[src/rtl/bcd_val_pkg.sv]
// bcd_val_pkg: shared definitions for the BCD-to-binary converter.
//   DIGIT_W      width of one BCD digit
//   state_t      converter FSM states
//   BCD_DIGIT    slice digit n out of a packed BCD vector
`ifndef BCD_VAL_PKG_DEFS
`define BCD_VAL_PKG_DEFS
`define BCD_DIGIT(v, n) v[(n)*4 +: 4]
`endif

package bcd_val_pkg;

    localparam int DIGIT_W = 4;

    typedef enum logic [1:0] {
        ST_IDLE,
        ST_SHIFT,
        ST_ADJ
    } state_t;

endpackage

[src/rtl/bcd_val_if.sv]
// bcd_val_if: start/ready request bus of the BCD-to-binary converter.
//   start   request conversion of bcd_in (taken only while rdy=1)
//   bcd_in  packed BCD, digit 0 (ones) in [3:0]
//   rdy     converter idle
//   valid   one-cycle pulse, val/err updated
//   val     binary result, held until the next result
//   err     last accepted input contained a digit > 9
// Modports: master = requester, slave = converter.
interface bcd_val_if #(
    parameter int DIGITS = 4,
    parameter int BIN_W  = 14
);
    logic                  start;
    logic [4*DIGITS-1:0]   bcd_in;
    logic                  rdy;
    logic                  valid;
    logic [BIN_W-1:0]      val;
    logic                  err;

    modport master (
        output start, bcd_in,
        input  rdy, valid, val, err
    );

    modport slave (
        input  start, bcd_in,
        output rdy, valid, val, err
    );
endinterface

[src/rtl/bcd_digit_adj.sv]
// bcd_digit_adj: combinational per-digit correction for reverse double dabble.
//   i_digit  BCD digit after the right shift
//   o_digit  i_digit - 3 when i_digit >= 8, else i_digit
//   o_gt9    i_digit is not a legal BCD digit
module bcd_digit_adj
    import bcd_val_pkg::*;
(
    input  logic [DIGIT_W-1:0] i_digit,
    output logic [DIGIT_W-1:0] o_digit,
    output logic               o_gt9
);

    assign o_digit = (i_digit >= 4'd8) ? (i_digit - 4'd3) : i_digit;
    assign o_gt9   = (i_digit > 4'd9);

endmodule

[src/rtl/bcd_val.sv]
// bcd_val: sequential BCD-to-binary converter (reverse double dabble).
//   clk    rising-edge clock
//   reset  asynchronous, active-high
//   bus    bcd_val_if slave: start/bcd_in in, rdy/valid/val/err out
// One conversion in flight; result 2*4*DIGITS edges after the capture edge.
// Inputs with a digit > 9 are rejected on the capture edge with err=1.
module bcd_val
    import bcd_val_pkg::*;
#(
    parameter int DIGITS = 4,
    parameter int BIN_W  = 14
) (
    input  logic       clk,
    input  logic       reset,
    bcd_val_if.slave   bus
);

    localparam int W     = DIGITS * DIGIT_W;
    localparam int IDX_W = $clog2(W + 1);

    state_t             r_state;
    logic [W-1:0]       r_bcd;
    logic [W-1:0]       r_bin;
    logic [IDX_W-1:0]   r_idx;
    logic               r_rdy;
    logic               r_valid;
    logic               r_err;
    logic [BIN_W-1:0]   r_val;

    logic [W-1:0]       w_adj_in;
    logic [W-1:0]       w_adj_out;
    logic [DIGITS-1:0]  w_gt9;
    logic               w_bad;

    // The digit blocks look at the incoming word while idle (for the > 9
    // check) and at the shift register otherwise (for the -3 correction).
    assign w_adj_in = (r_state == ST_IDLE) ? bus.bcd_in : r_bcd;

    for (genvar g = 0; g < DIGITS; g++) begin : g_digit
        bcd_digit_adj u_adj (
            .i_digit (`BCD_DIGIT(w_adj_in, g)),
            .o_digit (`BCD_DIGIT(w_adj_out, g)),
            .o_gt9   (w_gt9[g])
        );
    end

    assign w_bad = |w_gt9;

    // Upper result bits are always zero for legal input and are dropped.
    if (W > BIN_W) begin : g_trunc
        logic w_unused_hi;
        assign w_unused_hi = ^r_bin[W-1:BIN_W];
    end

    always_ff @(posedge clk or posedge reset) begin
        if (reset) begin
            r_state <= ST_IDLE;
            r_bcd   <= '0;
            r_bin   <= '0;
            r_idx   <= '0;
            r_rdy   <= 1'b1;
            r_valid <= 1'b0;
            r_err   <= 1'b0;
            r_val   <= '0;
        end else begin
            r_valid <= 1'b0;
            case (r_state)
                ST_IDLE: begin
                    if (bus.start) begin
                        if (w_bad) begin
                            r_val   <= '0;
                            r_err   <= 1'b1;
                            r_valid <= 1'b1;
                        end else begin
                            r_bcd   <= bus.bcd_in;
                            r_bin   <= '0;
                            r_idx   <= '0;
                            r_rdy   <= 1'b0;
                            r_state <= ST_SHIFT;
                        end
                    end
                end
                ST_SHIFT: begin
                    {r_bcd, r_bin} <= {r_bcd, r_bin} >> 1;
                    r_idx          <= r_idx + 1'b1;
                    r_state        <= ST_ADJ;
                end
                ST_ADJ: begin
                    r_bcd <= w_adj_out;
                    if (r_idx == IDX_W'(W)) begin
                        r_val   <= BIN_W'(r_bin);
                        r_err   <= 1'b0;
                        r_valid <= 1'b1;
                        r_rdy   <= 1'b1;
                        r_state <= ST_IDLE;
                    end else begin
                        r_state <= ST_SHIFT;
                    end
                end
                default: begin
                    r_state <= ST_IDLE;
                    r_rdy   <= 1'b1;
                end
            endcase
        end
    end

    assign bus.rdy   = r_rdy;
    assign bus.valid = r_valid;
    assign bus.val   = r_val;
    assign bus.err   = r_err;

endmodule

[src/flat_wrapper.sv]
// flat-port wrapper written by rule: the top's interface ports become plain ports
module bcd_val_flat import bcd_val_pkg::*;
#(
    parameter int DIGITS = 4,
    parameter int BIN_W  = 14
)
  (clk, reset, bus_start, bus_bcd_in, bus_rdy, bus_valid, bus_val, bus_err);
  bcd_val_if #(.DIGITS(DIGITS), .BIN_W(BIN_W)) bus_i ();
  input  logic clk;
  input  logic reset;
  input wire logic [$bits(bus_i.start)-1:0] bus_start;
  input wire logic [$bits(bus_i.bcd_in)-1:0] bus_bcd_in;
  output wire logic [$bits(bus_i.rdy)-1:0] bus_rdy;
  output wire logic [$bits(bus_i.valid)-1:0] bus_valid;
  output wire logic [$bits(bus_i.val)-1:0] bus_val;
  output wire logic [$bits(bus_i.err)-1:0] bus_err;
  assign bus_i.start = bus_start;
  assign bus_i.bcd_in = bus_bcd_in;
  assign bus_rdy = bus_i.rdy;
  assign bus_valid = bus_i.valid;
  assign bus_val = bus_i.val;
  assign bus_err = bus_i.err;
  bcd_val #(.DIGITS(DIGITS), .BIN_W(BIN_W)) u_core (.clk(clk), .reset(reset), .bus(bus_i));
endmodule
[config.mk]
export PLATFORM = sky130hd
export DESIGN_NAME = bcd_val_flat
export DESIGN_NICKNAME = d
export VERILOG_FILES = /design/src/rtl/bcd_val_pkg.sv /design/src/rtl/bcd_val_if.sv /design/src/rtl/bcd_digit_adj.sv /design/src/rtl/bcd_val.sv /design/src/flat_wrapper.sv
export SDC_FILE = /design/constraint.sdc
export NUM_CORES = 1
export LEC_CHECK = 0
export BUFFER_PORTS_ARGS = -buffer_cell sky130_fd_sc_hd__buf_2
export CAP_MARGIN = 20
export CORE_UTILIZATION = 54
export CTS_CLUSTER_DIAMETER = 30
export CTS_CLUSTER_SIZE = 12
export DETAILED_ROUTE_END_ITERATION = 6
export GPL_TIMING_DRIVEN = 0
export PLACE_DENSITY = 0.77
export REMOVE_ABC_BUFFERS = 1
export SYNTH_ARGS = -nofsm -noshare
export SYNTH_HDL_FRONTEND = slang
export SYNTH_SLANG_ARGS = --single-unit
[constraint.sdc]
create_clock -name clk -period 3.2 [get_ports clk]
set_clock_uncertainty 0.05 [all_clocks]
set_input_delay 0.16 -clock clk [delete_from_list [all_inputs] [get_ports clk]]
set_output_delay 0.16 -clock clk [all_outputs]
set_load 0.02 [all_outputs]
==> metrics, run 1 <==
initial DRC count=211; Hold Crit Class=in -> reg; I/O pin count=36; latest clock arrival within the worst-skew pair=320 ps; CP most frequent cell=mux2i_4; Nets=440; CTS sink count=56; fin crit share=96.1%; FF-to-FF path depth=12; Worst EP required=3360 ps; arrival time worst endpoint=3230 ps; Yosys reg bits=56; Worst slew margin=35.7%; WP depth=12; placer congestion estimate=0.814; Syn Inst Count=374; Power, Total=4.08 mW; critical path fanouts, max=12; wire per inst=15.6 um; xor and xnor area share after synthesis=2.16%; Pwr Density=991 mW/mm2; first-pass GRT wire length=13.2 mm; sequential area share after synthesis=38.4%; fmax=325 MHz; antenna viol nets, final=0; gr usage total=22.9%; multiplexer share of the synthesized area=18.9%; min Tclk post-route=3070 ps; die height=84.3 um; clock slew at reported path FFs=110 ps; Max Slew Vio Count=0; Post-route DRC=2; crit path cell chain=inv_2 > ha_4 > mux2i_4 > inv_1 > ha_1 > nor2b_1 > o21ai_0 > a311o_2 > nor3_4 > mux2i_4 > buf_12 > mux2_4; Critical path origin=u_core.r_state[1]; Yosys cell types=43; Buf/Inv on CP=3; Layout Utilization=63.8%; Lkg Pwr=1.98 nW; outcome=finished with violations; CTS Buffer Depth=2; Num CTS Buffers=5; ys flop type=dfrtp_1; Setup crit end kind=flip-flop; Initial Util=56.6%; Site Rows=29; DP HPWL=4.78 mm; Max-cap violations=0; Crit-path slowest cell=a311o_2; CTS tree=built; Post-synth EDFFs=0; CP peak stage delay=480 ps; slack of the critical path=126 ps; family with the most delay on the worst path=multiplexers; total gr overflow=0; Layout Area Growth over Synthesis=12.6%; most common cell after layout, fill and taps aside=dfrtp_1; final hold slack=122 ps; core area=0.00646 mm2; YS warnings=0; IO Port Bufs=35; startpoint types=flip-flop; largest net degree at the start of global routing=42; WS Path Type=reg -> reg; CTS root buf=clkbuf_8; vias per cell=5.88; Chip Width=84.3 um; Final setup viols=0; Worst setup endpoint=u_core.r_bcd[13]; drt first pass iters=7; DRT Wirelength=7.53 mm; violated checks=design-rule violations; FF-to-FF Start=u_core.r_state[1]; most frequent cells in the layout=55 x dfrtp_1, 41 x inv_1, 36 x mux2i_1, 35 x buf_2, 30 x nand2_1; via count=2,847; number of diodes=0; RR Endpoint=u_core.r_bcd[13]; ys async rst share=100%; dpl ws=-915 ps; compound-gate portion of the synthesized area=15.8%; Final Non-Filler Cells=484; share of post-route cells with drive strength above 1=23.3%; initial antenna violation count=0; VDD IR max=614 uV; number of global-route vias before repair=2,821; reg-to-reg setup timing slack=130 ps; Cell Area, Synth=0.00366 mm2; syn avg cell area=9.78 um2; die area=0.00711 mm2; dpl cells=465; main combinational cell family by area after synthesis=multiplexers; CTS H-tree depth=2; Post-Synth Simple-Gate Area=11.9%; Synth Area in Adders=5.13%; Least-Margin Pin Slew=965 ps; Fin. Hold Viols=0
power by group:
| group | total [mW] | internal, mW | switching [mW] |
|---|---|---|---|
| logic | 2.59 | 1.21 | 1.39 |
| clock network | 0.418 | 0.160 | 0.257 |
| registers | 1.07 | 0.893 | 0.175 |
worst reg2reg max path, cell delays in order, from the launching register on:
cell	delay (ps)
dfrtp_1	420
inv_2	100
ha_4	240
mux2i_4	220
inv_1	100
ha_1	180
nor2b_1	140
o21ai_0	80
a311o_2	480
nor3_4	350
mux2i_4	140
buf_12	180
mux2_4	300
worst min-delay path by stage:
stage | from | to | slack, ps | cells past startpoint
after floorplan | bus_start | u_core.bus.valid | 280 | 2
after global placement | u_core.r_bin[0] | u_core.r_bin[0] | 430 | 1
after detailed placement | reset | u_core.r_bcd[14] | 210 | 2
after CTS | bus_start | u_core.bus.valid | 110 | 3
after global routing | bus_start | u_core.bus.valid | 140 | 3
final | bus_start | u_core.bus.valid | 120 | 3
cell type report:
cell class | instances | area [um2]
clock inverters | 3 | 25.0
repair buffers | 48 | 320
inverters | 44 | 165
fillers | 535 | 2340
flip-flops and latches | 56 | 1400
multi-input cells | 251 | 2040
clock buffers | 5 | 68.8
well taps | 77 | 96.3
logic make-up (layout without fill, tap and decap cells):
group / Yosys count / in the layout
compound gates: 73 / 73
xor+xnor: 9 / 9
fa+ha+maj: 15 / 15
buf+inv: 67 / 100
flops: 56 / 56
mux: 61 / 61
simple gates: 93 / 93
timing repair:
action                                 in CTS  in global routing
endpoints found under the hold margin      26                  0
pin swaps                                   3                  2
setup buffers                               9                  1
hold buffers                                1                  0
setup endpoints to repair                  56                 37
resized for setup                           9                  6
cells in the mapped netlist (2+ instances only):
| cell type | number | area, um2 |
|---|---|---|
| mux2i_1 | 38 | 380 |
| buf_6 | 4 | 45.0 |
| o31ai_1 | 2 | 15.0 |
| o21ai_0 | 12 | 60.1 |
| nor2b_1 | 2 | 12.5 |
| a21o_1 | 5 | 37.5 |
| nor3_1 | 6 | 30.0 |
| nand2b_1 | 4 | 25.0 |
| a21boi_0 | 3 | 22.5 |
| dfrtp_1 | 55 | 1380 |
| or3_1 | 3 | 18.8 |
| xor2_1 | 5 | 43.8 |
| mux2_4 | 10 | 150 |
| mux2_2 | 11 | 124 |
| ha_1 | 15 | 188 |
| nand3_1 | 17 | 85.1 |
| a21oi_1 | 11 | 55.1 |
| a32o_1 | 5 | 50.1 |
| nand2_1 | 30 | 113 |
| o211ai_1 | 3 | 22.5 |
| inv_1 | 44 | 165 |
| clkbuf_1 | 15 | 56.3 |
| nor2_1 | 25 | 93.8 |
| a221o_1 | 12 | 120 |
| o221ai_1 | 13 | 114 |
| buf_2 | 4 | 20.0 |
| xnor2_1 | 4 | 35.0 |
flip-flops by register name, summed over array words and instances, names as in the netlist:
register	count
u_core.r_bcd	16
u_core.bus.err	1
u_core.r_idx	5
u_core.bus.rdy	1
u_core.r_state	2
u_core.bus.val	14
u_core.bus.valid	1
u_core.r_bin	16
stage by stage:
step / setup TNS (ps) / instance area [um2]
after floorplan: -35730 / 3540
after global placement: -81740 / 3810
after detailed placement: -40940 / 3850
after CTS: 0 / 4100
after global routing: -103 / 4120
final: 0 / 4120
layer usage:
metal / part of all wire [%] / vias up / track usage [%]
met1: 46 / 1389 / 30.4
met4: 1.1 / 0 / 6.11
li1: - / 1383 / -
met3: 3.6 / 8 / 3.34
met5: 0 / - / 0
met2: 49 / 67 / 39.1
(Power assumes the default switching activity.)
==> inputs of run 2 (changes only) <==
--- a/config.mk
+++ b/config.mk
@@ -7,12 +7,11 @@
 export LEC_CHECK = 0
 export BUFFER_PORTS_ARGS = -buffer_cell sky130_fd_sc_hd__buf_2
 export CAP_MARGIN = 20
-export CORE_UTILIZATION = 54
+export CORE_UTILIZATION = 34
 export CTS_CLUSTER_DIAMETER = 30
 export CTS_CLUSTER_SIZE = 12
 export DETAILED_ROUTE_END_ITERATION = 6
 export GPL_TIMING_DRIVEN = 0
-export PLACE_DENSITY = 0.77
 export REMOVE_ABC_BUFFERS = 1
 export SYNTH_ARGS = -nofsm -noshare
 export SYNTH_HDL_FRONTEND = slang
==> metrics, run 2 (same netlist as run 1, synthesis figures left out) <==
fmax=323 MHz (was 325 MHz); critical path fanouts, max=11 (was 12); startpoint types=flip-flop (unchanged); Power, Total=4.21 mW (was 4.08 mW); filler instances=1,026 (was 535); number of diodes=0 (unchanged); DP HPWL=5.11 mm (was 4.78 mm); vias per cell=5.16 (was 5.88); Final setup viols=0 (unchanged); total gr overflow=0 (unchanged); Post-route DRC=0 (was 2); Least-Margin Pin Slew=682 ps (was 965 ps); area of the multi-input gates=0.00205 mm2 (was 0.00204 mm2); reg-to-reg setup timing slack=100 ps (was 130 ps); Max Slew Vio Count=0 (unchanged); FF-to-FF path depth=12 (unchanged); HP Start=bus_start (unchanged); die area=0.0112 mm2 (was 0.00711 mm2); CTS tree=built (unchanged); Hold Crit Class=in -> reg (unchanged); dpl ws=-960 ps (was -915 ps); number of global-route vias before repair=2,791 (was 2,821); fin crit share=96.8% (was 96.1%); via count=2,851 (was 2,847); Layout Utilization=41.3% (was 63.8%); Worst setup endpoint=u_core.r_bcd[14] (was u_core.r_bcd[13]); CTS sink count=56 (unchanged); Setup crit end kind=flip-flop (unchanged); outcome=finished, final reports clean (was finished with violations); slack of the critical path=101 ps (was 126 ps); FF+latch area=0.00140 mm2 (unchanged); latest clock arrival within the worst-skew pair=310 ps (was 320 ps); most common cell after layout, fill and taps aside=dfrtp_1 (unchanged); Layout Area Growth over Synthesis=17.0% (was 12.6%); Worst slew margin=54.5% (was 35.7%); DRT Wirelength=8.01 mm (was 7.53 mm); dpl cells=525 (was 465); Fin. Hold Viols=0 (unchanged); WS Path Type=reg -> reg (unchanged); Num CTS Buffers=5 (unchanged); initial antenna violation count=0 (unchanged); Max-cap violations=0 (unchanged); Final Non-Filler Cells=552 (was 484); Worst EP required=3350 ps (was 3360 ps); CTS Buffer Depth=2 (unchanged); DP Area=0.00394 mm2 (was 0.00385 mm2); Pwr Density=985 mW/mm2 (was 991 mW/mm2); largest net degree at the start of global routing=39 (was 42); most frequent cells in the layout=55 x dfrtp_1, 41 x inv_1, 37 x mux2i_1, 35 x buf_2, 30 x nand2_1 (was 55 x dfrtp_1, 41 x inv_1, 36 x mux2i_1, 35 x buf_2, 30 x nand2_1); Site Rows=37 (was 29); arrival time worst endpoint=3250 ps (was 3230 ps); RSZ-0062 raised after global routing=yes; first-pass GRT wire length=13.4 mm (was 13.2 mm); fin area=0.00428 mm2 (was 0.00412 mm2); share of post-route cells with drive strength above 1=25.0% (was 23.3%); placer congestion estimate=0.753 (was 0.814); drt first pass iters=7 (unchanged); wire per inst=14.5 um (was 15.6 um); die height=106 um (was 84.3 um); clock slew at reported path FFs=110 ps (about the same); I/O pin count=36 (unchanged); min Tclk post-route=3100 ps (was 3070 ps); core area=0.0104 mm2 (was 0.00646 mm2); RR Endpoint=u_core.r_bcd[14] (was u_core.r_bcd[13]); IO Port Bufs=35 (unchanged); Lkg Pwr=2.03 nW (was 1.98 nW); Nets=449 (was 440); Critical path origin=u_core.r_state[1] (unchanged); Chip Width=106 um (was 84.3 um); FF-to-FF Start=u_core.r_state[1] (unchanged); initial DRC count=146 (was 211); VDD IR max=407 uV (was 614 uV); CTS root buf=clkbuf_8 (unchanged); Initial Util=35.3% (was 56.6%); gr usage total=14.6% (was 22.9%); CTS H-tree depth=2 (unchanged); antenna viol nets, final=0 (unchanged)
[run 2: layout make-up]
class	count	area share, %
inverter	44	3.86
sequential	56	32.8
clock buffer	5	1.61
multi-input combinational	251	47.9
clock inverter	3	0.497
tap	136	3.98
timing repair buffer	57	9.36
[run 2: layer usage]
metal,vias to the layer above,routed length (um),track usage [%]
met5,-,0,0
met4,0,104,4.56
met3,6,104,1.30
met2,24,3930,25.4
met1,1418,3870,19.2
li1,1403,-,-
[run 2: worst max-delay path, stage by stage, from the launching register on]
cell      delay (ps)
dfrtp_1          440
inv_2            140
ha_4             200
mux2i_1          300
ha_1             210
nand2b_1          60
a21o_1           170
a311o_2          480
nor3_4           240
buf_12           140
mux2i_4           70
buf_12           180
mux2_4           290
[run 2: worst min path at each step]
stage	endpoint	depth (start not counted)
2_1_floorplan	u_core.bus.valid	2
6_report	u_core.bus.valid	3
3_5_place_dp	u_core.r_bcd[15]	2
3_3_place_gp	u_core.r_bin[0]	1
5_1_grt	u_core.bus.valid	3
4_1_cts	u_core.bus.valid	3
[run 2: power breakdown]
| group | internal, mW | switching, mW |
|---|---|---|
| clock network | 0.156 | 0.251 |
| logic | 1.29 | 1.45 |
| registers | 0.893 | 0.172 |
| total | 2.34 | 1.87 |
[run 2: stage by stage]
step / hold WS, ps / TNS, ps
6_report: 166 / 0
5_1_grt: 192 / -12.3
4_1_cts: 175 / 0
3_5_place_dp: 151 / -44520
3_3_place_gp: 428 / -85880
2_1_floorplan: 283 / -35730
[run 2: timing repair]
item	CTS	global route
buffers inserted	14	4
pin swaps	4	2
gates cloned	0	0
setup endpoints to repair	56	35
resized for setup	12	4
hold buffers	1	0
hold endpoints to repair	17	0
==> inputs of run 3 (changes only) <==
--- a/config.mk
+++ b/config.mk
@@ -12,6 +12,7 @@
 export CTS_CLUSTER_SIZE = 12
 export DETAILED_ROUTE_END_ITERATION = 6
 export GPL_TIMING_DRIVEN = 0
+export PLACE_DENSITY_LB_ADDON = 0.15
 export REMOVE_ABC_BUFFERS = 1
 export SYNTH_ARGS = -nofsm -noshare
 export SYNTH_HDL_FRONTEND = slang
==> metrics, run 3 (same netlist as run 1, synthesis figures left out) <==
CTS tree=built (unchanged); wire per inst=14.3 um (was 14.5 um); Max Slew Vio Count=0 (unchanged); Num CTS Buffers=5 (unchanged); Final setup viols=0 (unchanged); gr usage total=15.3% (was 14.6%); antenna viol nets, final=0 (unchanged); Chip Width=106 um (unchanged); Max-cap violations=0 (unchanged); share of post-route cells with drive strength above 1=25.8% (was 25.0%); IO Port Bufs=35 (unchanged); placer congestion estimate=0.794 (was 0.753); initial antenna violation count=0 (unchanged); arrival time worst endpoint=3180 ps (was 3250 ps); Post-route DRC=0 (unchanged); VDD IR max=296 uV (was 407 uV); RSZ-0062 raised after global routing=no (was yes); Critical path origin=u_core.r_state[0] (was u_core.r_state[1]); latest clock arrival within the worst-skew pair=330 ps (was 310 ps); CTS sink count=56 (unchanged); HP Start=bus_start (unchanged); outcome=finished, final reports clean (unchanged); CTS Buffer Depth=2 (unchanged); DP HPWL=5.21 mm (was 5.11 mm); Layout Area Growth over Synthesis=18.5% (was 17.0%); filler instances=1,051 (was 1,026); reg-to-reg setup timing slack=190 ps (was 100 ps); DP Area=0.00397 mm2 (was 0.00394 mm2); number of global-route vias before repair=2,761 (was 2,791); initial DRC count=87 (was 146); fmax=332 MHz (was 323 MHz); Site Rows=37 (unchanged); Hold Crit Class=in -> reg (unchanged); fin crit share=94.2% (was 96.8%); CTS H-tree depth=2 (unchanged); Worst EP required=3370 ps (was 3350 ps); I/O pin count=36 (unchanged); most frequent cells in the layout=55 x dfrtp_1, 41 x inv_1, 35 x buf_2, 34 x mux2i_1, 30 x nand2_1 (was 55 x dfrtp_1, 41 x inv_1, 37 x mux2i_1, 35 x buf_2, 30 x nand2_1); min Tclk post-route=3010 ps (was 3100 ps); largest net degree at the start of global routing=39 (unchanged); fin area=0.00433 mm2 (was 0.00428 mm2); clock slew at reported path FFs=110 ps (about the same); total gr overflow=0 (unchanged); core area=0.0104 mm2 (unchanged); Initial Util=35.3% (unchanged); Crit-path slowest cell=o32ai_4 (was a311o_2); Fin. Hold Viols=0 (unchanged); via count=2,840 (was 2,851); CP most frequent cell=mux2_2 (was buf_12); CP peak stage delay=460 ps (was 480 ps); Setup crit end kind=flip-flop (unchanged); drt first pass iters=4 (was 7); vias per cell=5.13 (was 5.16); first-pass GRT wire length=13.8 mm (was 13.4 mm); WS Path Type=reg -> reg (unchanged); CTS root buf=clkbuf_8 (unchanged); number of diodes=0 (unchanged); die area=0.0112 mm2 (unchanged); Least-Margin Pin Slew=674 ps (was 682 ps); Power, Total=4.28 mW (was 4.21 mW); Layout Utilization=41.8% (was 41.3%); FF-to-FF Start=u_core.r_state[0] (was u_core.r_state[1]); crit path cell chain=inv_2 > ha_4 > mux2_2 > ha_1 > nand2b_1 > a21boi_1 > o32ai_4 > nor3_4 > mux2i_4 > buf_12 > mux2_2 (was inv_2 > ha_4 > mux2i_1 > ha_1 > nand2b_1 > a21o_1 > a311o_2 > nor3_4 > buf_12 > mux2i_4 > buf_12 > mux2_4); die height=106 um (unchanged); startpoint types=flip-flop (unchanged); Lkg Pwr=2.03 nW (about the same); Pwr Density=988 mW/mm2 (was 985 mW/mm2); DRT Wirelength=7.91 mm (was 8.01 mm); Worst slew margin=55.1% (was 54.5%); Nets=451 (was 449); critical path fanouts, max=9 (was 11); most common cell after layout, fill and taps aside=dfrtp_1 (unchanged)
## run 3: where the power goes
group          internal [mW]  switching (mW)
logic                   1.36            1.42
registers              0.893           0.179
clock network          0.161           0.270
## run 3: per-stage QoR
stage / setup TNS, ps / hold WS (ps) / instances / setup slack (ps)
floorplan: -35730 / 283 / 351 / -955
global placement: -91880 / 434 / 522 / -2370
detailed placement: -29840 / 158 / 526 / -807
CTS: 0 / 124 / 544 / 17.0
global route: 0 / 176 / 554 / 16.6
finish: 0 / 135 / 554 / 185
## run 3: what timing repair did
action                                 CTS  global route
hold buffers                             1             0
resized for setup                       10            12
setup endpoints to repair               53            47
pin swaps                                2             6
endpoints found under the hold margin   17             0
buffers inserted                         9            10
## run 3: layer usage
layer  share of wire [%]  routed length (um)  vias to the layer above  global-route usage (%)
li1                    -                   -                     1404                       -
met1                  48                3800                     1396                    20.6
met2                  49                3850                       33                    25.5
met3                 2.1                 168                        7                    2.35
met4                 1.1                  85                        0                    3.97
met5                   0                   0                        -                       0
## run 3: path summary, 6_finish.rpt
path	cells after the start	to
hold reg to reg	1	u_core.r_bin[0]
setup / recovery	11	u_core.r_bcd[9]
max in group asynchronous	4	u_core.r_state[1]
setup reg to reg	11	u_core.r_bcd[9]
hold / removal	3	u_core.bus.valid
min in group asynchronous	3	u_core.r_bcd[14]
## run 3: critical path, delay by kind of cell (launching register included)
family,cells,cell delay (ps)
adder cells (fa/ha/maj),2,430
multiplexers,3,940
AO/OA/AOI/OAI,2,550
buffers and inverters,2,300
AND/OR/NAND/NOR,2,190
flip-flops,1,420
## run 3: area by class of cell
type / instances / area (um2) / area share [%]
clock inverters: 3 / 25.0 / 0.577
inverters: 44 / 165 / 3.81
clock buffers: 5 / 68.8 / 1.59
repair buffers: 59 / 419 / 9.67
flip-flops and latches: 56 / 1400 / 32.4
well taps: 136 / 170 / 3.93
multi-input cells: 251 / 2080 / 48.1
